`config.mk`:
```
export PLATFORM = sky130hd
export DESIGN_NAME = dsbpm_tbt_mag_accum
export DESIGN_NICKNAME = d
export VERILOG_FILES = /design/src/rtl/dsbpm_tbt_pkg.sv /design/src/rtl/dsbpm_tbt_chan_acc.sv /design/src/rtl/dsbpm_tbt_mag_accum.sv
export SDC_FILE = /design/constraint.sdc
export NUM_CORES = 1
export LEC_CHECK = 0
export CORE_MARGIN = 2
export CORE_UTILIZATION = 45
export CTS_CLUSTER_SIZE = 20
export DETAILED_ROUTE_END_ITERATION = 10
export PLACE_DENSITY = 0.69
export SYNTH_ARGS = -nofsm -noshare
export SYNTH_HDL_FRONTEND = slang
export SYNTH_SLANG_ARGS = --single-unit
```
`constraint.sdc`:
```
create_clock -name adcClk -period 11 [get_ports adcClk]
set_input_delay 2.75 -clock adcClk [delete_from_list [all_inputs] [get_ports adcClk]]
set_output_delay 2.75 -clock adcClk [all_outputs]
set_load 0.01 [all_outputs]
```
`src/rtl/dsbpm_tbt_pkg.sv`:
```
// Shared state encoding and width helpers for the turn-by-turn magnitude accumulator.
package dsbpm_tbt_pkg;

  typedef enum logic [1:0] {
    ST_HUNT  = 2'd0,
    ST_ACCUM = 2'd1,
    ST_NEXT  = 2'd2
  } tbt_state_e;

  function automatic int cnt_width(input int spt_max);
    return $clog2(spt_max + 1);
  endfunction

  function automatic int acc_width(input int mag_w, input int spt_max);
    return mag_w + $clog2(spt_max);
  endfunction

endpackage

```
`src/rtl/dsbpm_tbt_chan_acc.sv`:
```
// One channel's turn accumulator: clear/load/add with carry-out overflow detection.
// DSBPM_TBT_ACCUM_SATURATE_EN selects clamping at full scale instead of modulo wrap.
module dsbpm_tbt_chan_acc
  import dsbpm_tbt_pkg::*;
#(
  parameter int MAG_WIDTH = 26,
  parameter int ACC_WIDTH = 33
) (
  input  logic                 clk_i,
  input  logic                 rst_i,
  input  logic                 clear_i,
  input  logic                 load_i,
  input  logic                 add_i,
  input  logic [MAG_WIDTH-1:0] mag_i,
  output logic [ACC_WIDTH-1:0] sum_o,
  output logic                 ovf_o
);

  logic [ACC_WIDTH-1:0] acc_q, acc_d;
  logic [ACC_WIDTH:0]   raw_sum;

  // One extra bit so the carry out of the add is the overflow indication.
  assign raw_sum = {1'b0, acc_q} + (ACC_WIDTH+1)'(mag_i);
  assign ovf_o   = add_i & raw_sum[ACC_WIDTH];

`ifdef DSBPM_TBT_ACCUM_SATURATE_EN
  assign sum_o = raw_sum[ACC_WIDTH] ? '1 : raw_sum[ACC_WIDTH-1:0];
`else
  assign sum_o = raw_sum[ACC_WIDTH-1:0];
`endif

  always_comb begin
    acc_d = acc_q;
    if (clear_i) begin
      acc_d = '0;
    end else if (load_i) begin
      acc_d = ACC_WIDTH'(mag_i);
    end else if (add_i) begin
      acc_d = sum_o;
    end
  end

  always_ff @(posedge clk_i) begin
    if (rst_i) begin
      acc_q <= '0;
    end else begin
      acc_q <= acc_d;
    end
  end

endmodule

```
`src/rtl/dsbpm_tbt_mag_accum.sv`:
```
// Turn-by-turn magnitude accumulator: sums each channel over one revolution framed by the turn
// marker and flags marker/config/overflow faults. DSBPM_TBT_ACCUM_SATURATE_EN: clamp sums on overflow.
//   state    | meaning
//   ST_HUNT  | waiting for a valid turn marker
//   ST_ACCUM | summing samples of the current turn
//   ST_NEXT  | turn emitted, next valid sample must carry the marker
module dsbpm_tbt_mag_accum
  import dsbpm_tbt_pkg::*;
#(
  parameter int CHANNEL_COUNT        = 4,
  parameter int MAG_WIDTH            = 26,
  parameter int SAMPLES_PER_TURN_MAX = 100,
  parameter int CNT_WIDTH            = cnt_width(SAMPLES_PER_TURN_MAX),
  parameter int ACC_WIDTH            = acc_width(MAG_WIDTH, SAMPLES_PER_TURN_MAX)
) (
  input  logic                               adcClk,
  input  logic                               adcReset,
  input  logic                               enable,
  input  logic [CNT_WIDTH-1:0]               samplesPerTurn,
  input  logic                               clrErr,
  input  logic                               sampleValid,
  input  logic                               turnMarker,
  input  logic [CHANNEL_COUNT*MAG_WIDTH-1:0] magIn,
  output logic                               tbtValid,
  output logic [CHANNEL_COUNT*ACC_WIDTH-1:0] tbtSum,
  output logic [31:0]                        turnCount,
  output logic                               syncErr,
  output logic                               cfgErr,
  output logic                               ovfErr
);

  localparam logic [CNT_WIDTH-1:0] SPT_MIN = CNT_WIDTH'(2);
  localparam logic [CNT_WIDTH-1:0] SPT_MAX = CNT_WIDTH'(SAMPLES_PER_TURN_MAX);

  tbt_state_e                         state_q, state_d;
  logic [CNT_WIDTH-1:0]               cnt_q, cnt_d, spt_q, spt_d, cnt_inc;
  logic                               tbt_valid_q, tbt_valid_d;
  logic [CHANNEL_COUNT*ACC_WIDTH-1:0] tbt_sum_q, tbt_sum_d, sum_next;
  logic [31:0]                        turn_cnt_q, turn_cnt_d;
  logic                               sync_err_q, sync_err_d;
  logic                               cfg_err_q, cfg_err_d;
  logic                               ovf_err_q, ovf_err_d;
  logic [CHANNEL_COUNT-1:0]           ovf_ch;
  logic                               acc_clear, acc_load, acc_add;
  logic                               turn_start, sync_set, cfg_set, spt_ok;

  for (genvar g = 0; g < CHANNEL_COUNT; g++) begin : g_chan
    dsbpm_tbt_chan_acc #(
      .MAG_WIDTH (MAG_WIDTH),
      .ACC_WIDTH (ACC_WIDTH)
    ) u_acc (
      .clk_i   (adcClk),
      .rst_i   (adcReset),
      .clear_i (acc_clear),
      .load_i  (acc_load),
      .add_i   (acc_add),
      .mag_i   (magIn[g*MAG_WIDTH +: MAG_WIDTH]),
      .sum_o   (sum_next[g*ACC_WIDTH +: ACC_WIDTH]),
      .ovf_o   (ovf_ch[g])
    );
  end

  assign cnt_inc = cnt_q + CNT_WIDTH'(1);
  assign spt_ok  = (samplesPerTurn >= SPT_MIN) && (samplesPerTurn <= SPT_MAX);

  always_comb begin
    state_d     = state_q;
    cnt_d       = cnt_q;
    spt_d       = spt_q;
    tbt_valid_d = 1'b0;
    tbt_sum_d   = tbt_sum_q;
    turn_cnt_d  = turn_cnt_q;
    sync_err_d  = sync_err_q;
    cfg_err_d   = cfg_err_q;
    ovf_err_d   = ovf_err_q;
    acc_clear   = 1'b0;
    acc_load    = 1'b0;
    acc_add     = 1'b0;
    turn_start  = 1'b0;
    sync_set    = 1'b0;
    cfg_set     = 1'b0;

    if (!enable) begin
      state_d   = ST_HUNT;
      cnt_d     = '0;
      acc_clear = 1'b1;
    end else begin
      if (sampleValid) begin
        unique case (state_q)
          ST_HUNT: begin
            turn_start = turnMarker;
          end
          ST_ACCUM: begin
            if (turnMarker) begin
              sync_set   = 1'b1;
              turn_start = 1'b1;
            end else begin
              acc_add = 1'b1;
              cnt_d   = cnt_inc;
              if (cnt_inc == spt_q) begin
                state_d     = ST_NEXT;
                tbt_valid_d = 1'b1;
                tbt_sum_d   = sum_next;
                turn_cnt_d  = turn_cnt_q + 32'd1;
              end
            end
          end
          ST_NEXT: begin
            if (turnMarker) begin
              turn_start = 1'b1;
            end else begin
              sync_set = 1'b1;
              state_d  = ST_HUNT;
              cnt_d    = '0;
            end
          end
          default: begin
            state_d = ST_HUNT;
            cnt_d   = '0;
          end
        endcase

        // A rejected turn start discards the marker sample and falls back to hunting.
        if (turn_start) begin
          if (spt_ok) begin
            acc_load = 1'b1;
            cnt_d    = CNT_WIDTH'(1);
            spt_d    = samplesPerTurn;
            state_d  = ST_ACCUM;
          end else begin
            cfg_set = 1'b1;
            cnt_d   = '0;
            state_d = ST_HUNT;
          end
        end
      end

      sync_err_d = (sync_err_q & ~clrErr) | sync_set;
      cfg_err_d  = (cfg_err_q & ~clrErr) | cfg_set;
      ovf_err_d  = (ovf_err_q & ~clrErr) | (|ovf_ch);
    end
  end

  always_ff @(posedge adcClk) begin
    if (adcReset) begin
      state_q     <= ST_HUNT;
      cnt_q       <= '0;
      spt_q       <= '0;
      tbt_valid_q <= 1'b0;
      tbt_sum_q   <= '0;
      turn_cnt_q  <= '0;
      sync_err_q  <= 1'b0;
      cfg_err_q   <= 1'b0;
      ovf_err_q   <= 1'b0;
    end else begin
      state_q     <= state_d;
      cnt_q       <= cnt_d;
      spt_q       <= spt_d;
      tbt_valid_q <= tbt_valid_d;
      tbt_sum_q   <= tbt_sum_d;
      turn_cnt_q  <= turn_cnt_d;
      sync_err_q  <= sync_err_d;
      cfg_err_q   <= cfg_err_d;
      ovf_err_q   <= ovf_err_d;
    end
  end

  assign tbtValid  = tbt_valid_q;
  assign tbtSum    = tbt_sum_q;
  assign turnCount = turn_cnt_q;
  assign syncErr   = sync_err_q;
  assign cfgErr    = cfg_err_q;
  assign ovfErr    = ovf_err_q;

endmodule

```
==> summary.txt <==
TNS Setup: 0 ns
Seq/Total Area, Yosys: 0.359
Final WL: 52.5 mm
Minimum clock period: 6.28 ns
Routed len/inst: 17.6 µm
Clock power frac: 0.479
First-pass GRT wire length: 84.8 mm
Fin util: 0.571
CTS root buf: clkbuf_16
Placed Area: 20800 µm²
Met1 usage: 0.341
CTS H-tree depth: 2
Largest net degree at the start of global routing: 101
Async set or reset register ratio after synthesis: 0
Number of synthesized flops with an enable pin: 0
Core ar.: 38600 µm²
Main combinational cell family by area after synthesis: compound AO/OA/AOI/OAI gates
Tot GR Track Use: 0.252
Met3 usage: 0.0411
Layer with the highest usage: met2
Max_slew headroom: 0.242
GP Congestion: 0.869
Core Rows: 72
Comb pwr share: 0.092
Slowest CP cell: and4_4
Req. time, crit path: 11.45 ns
Most frequent cells in the layout: nand2_1, dfxtp_1, a21oi_1, clkdlybuf4s50_1, nor2_1
Number of remaining DRC errors: 0
Vias per inst: 5.73
Worst Tran Pin Value: 1.14 ns
Vias in the first global route: 16400
Crit. End Element: flop
Synth Area in XOR/XNOR: 0.0823
Crit path largest cell delay: 1.12 ns
Synthesized area per cell: 7.94 µm²
Clock Pin Slew Worst Setup and Hold Paths: 0.06 ns
Initial Utilization: 0.456
Die area: 40800 µm²
Final HPWL DP: 35.7 mm
Yosys warns: 0
Commonest non-fill, non-tap cell in the layout: nand2_1
M2 GR Usage: 0.408
Mux contribution to synthesized area: 0.00114
Gate Count Post-Synth: 2221
Synth unique cells: 76
# fillers: 3492
Leak: 8.02 nW
Design area: 22100 µm²
GRT overflow: 0
CTS tree: done
Antenna violations before repair: 3
Post-Syn Area: 17600 µm²
Top_reg_cell synth: dfxtp_1
Die W: 202 µm
Syn nets: 2448
Power density over the cells: 122 nW/µm²
Post-CTS Setup Bufs: 0
P&R area growth vs syn: 25.1%
Highest Clock Rate: 0.159 GHz
Final setup viols: 0
Pre-antenna DRT Iters: 7
PortBufs: 284
CTS sink cnt: 316
Fin crit share: 0.571
Worst vdd ir: 0.0875 mV
Post-cts resize count: 0
Final slew viol count: 0
Post-synthesis compound-gate area fraction: 0.248
Worst min path class: flop to flop
I/O pin count: 285
Cell chain of the critical path: clkdlybuf4s50_1, nand2_1, nor2_4, buf_4, and4_4, buf_4, nand2_1, o21ai_0
Crit Path Class: primary input to flop
Max Cap Viol: 0
NetSw: 0.000653 W
Setup Skew: 0.0242 ns
Chip Height: 202 µm
Sw frac: 0.242
Layout cells sized above 1: 0.0389
WP data arrival: 6.73 ns
Final ANT Viol Nets: 0
Num CTS Buffers: 37
CTS Buffer Depth: 3
Adder-cell share of the synthesized area: 0.0798
Status: completed
Final Hold Fails: 0
Via count: 17100
Worst skew pair latency: 0.55 ns
Seq pwr share: 0.429
Startpoint Class: primary input
Synth Area in Simple Gates: 0.196
Synthesized flop and latch total: 316
CTS Hold Bufs: 0
Nets: 2665
Crit path max fanout: 100
Internal power: 0.00204 W
RSZ-0062 raised after global routing: false
Iter 0 DRT Violations: 1136
-- area by class of cell --
class | count | area (µm²) | area share
clock buffer | 53 | 1100 | 0.0498
antenna | 2 | 5.00 | 0.000227
multi-input combinational | 1754 | 10800 | 0.488
inverter | 35 | 131 | 0.00596
timing repair buffer | 294 | 2920 | 0.132
tap | 518 | 648 | 0.0294
sequential | 316 | 6330 | 0.287
clock inverter | 13 | 169 | 0.00766
-- critical path, delay by kind of cell --
kind                   cells  cell delay [ns]
and+or+nand+nor            4             1.84
buffers and inverters      3             1.82
AOI/OAI and AO/OA          1             0.27
-- routing by layer --
metal	wire (µm)	vias to the layer above
met5	13	-
met4	1300	2
met3	3390	73
met2	23700	516
met1	24100	8123
li1	-	8388
-- flip-flops by register name, summed over array words and instances, names as in the netlist --
name,flops
g_chan.u_acc.acc_q,132
tbtSum,132
turnCount,32
cnt_q,7
spt_q,7
state_q,2
cfgErr,1
ovfErr,1
syncErr,1
tbtValid,1
-- cells in the mapped netlist, drive strengths merged, types with 4 or more instances --
| cell type | n | area [µm²] |
|---|---|---|
| o21a | 14 | 105 |
| ha | 106 | 1330 |
| inv | 35 | 131 |
| a221oi | 5 | 43.8 |
| nor2b | 12 | 75.1 |
| a211o | 5 | 43.8 |
| o221ai | 4 | 35.0 |
| a21boi | 6 | 45.0 |
| nor3 | 32 | 160 |
| o21ai | 93 | 465 |
| nor2 | 177 | 664 |
| o21bai | 14 | 105 |
| nor4 | 8 | 65.1 |
| xnor2 | 101 | 885 |
| dfxtp | 316 | 6330 |
| xor2 | 62 | 543 |
| a21o | 44 | 330 |
| and2 | 5 | 31.3 |
| a211oi | 38 | 300 |
| nand4 | 19 | 125 |
| o22ai | 17 | 106 |
| o211ai | 10 | 75.1 |
| nand2 | 369 | 1390 |
| nor3b | 8 | 60.1 |
| a311oi | 8 | 70.1 |
| clkbuf | 99 | 372 |
| or4 | 7 | 56.3 |
| a31oi | 17 | 106 |
| a21oi | 294 | 1470 |
| a22oi | 99 | 743 |
| nand2b | 10 | 62.6 |
| a2111oi | 5 | 68.8 |
| and3 | 34 | 213 |
| nand3 | 61 | 328 |
| buf | 17 | 81.3 |
| fa | 4 | 80.1 |
| or2 | 5 | 31.3 |
| or3 | 20 | 131 |
-- through the flow --
step           std cells  worst slack [ns]  hold WS [ns]  total power, W
3_5_place_dp        2917              4.12         0.447         0.00142
6_report            2985              4.72         0.454         0.00269
5_1_grt             2985              4.24         0.476         0.00279
3_3_place_gp        2917              4.26         0.440         0.00142
2_1_floorplan       2221              5.57         0.437         0.00133
4_1_cts             2983              4.68         0.455         0.00272
-- power by group through the flow --
stage | registers (W) | logic [W] | clock network [W]
after CTS | 0.00116 | 0.000245 | 0.00132
final | 0.00116 | 0.000247 | 0.00129
after detailed placement | 0.00118 | 0.000243 | 0
after global placement | 0.00118 | 0.000241 | 0
after floorplan | 0.00118 | 0.000148 | 0
after global routing | 0.00116 | 0.000270 | 0.00137
-- cells by family (layout without fill, tap and decap cells) --
family	after synthesis	in the layout
xor gates and xnor gates	164	164
muxes	2	2
other	0	2
buffers and inverters	151	395
and+or+nand+nor	776	776
DFF	316	316
AOI/OAI and AO/OA	702	702
adders and majority gates	110	110
-- path summary, 6_finish.rpt --
| check | from | endpoint | slack [ns] | depth (start not counted) |
|---|---|---|---|---|
| setup / recovery | sampleValid | tbtSum[22]$_SDFFE_PP0P_ | 4.72 | 8 |
| hold / removal | tbtSum[109]$_SDFFE_PP0P_ | tbtSum[109]$_SDFFE_PP0P_ | 0.45 | 2 |
| setup reg to reg | cnt_q[0]$_SDFFE_PP0P_ | tbtSum[22]$_SDFFE_PP0P_ | 6.68 | 8 |
| hold reg to reg | tbtSum[109]$_SDFFE_PP0P_ | tbtSum[109]$_SDFFE_PP0P_ | 0.45 | 2 |
Note: power is estimated with default switching activity, not from simulation.
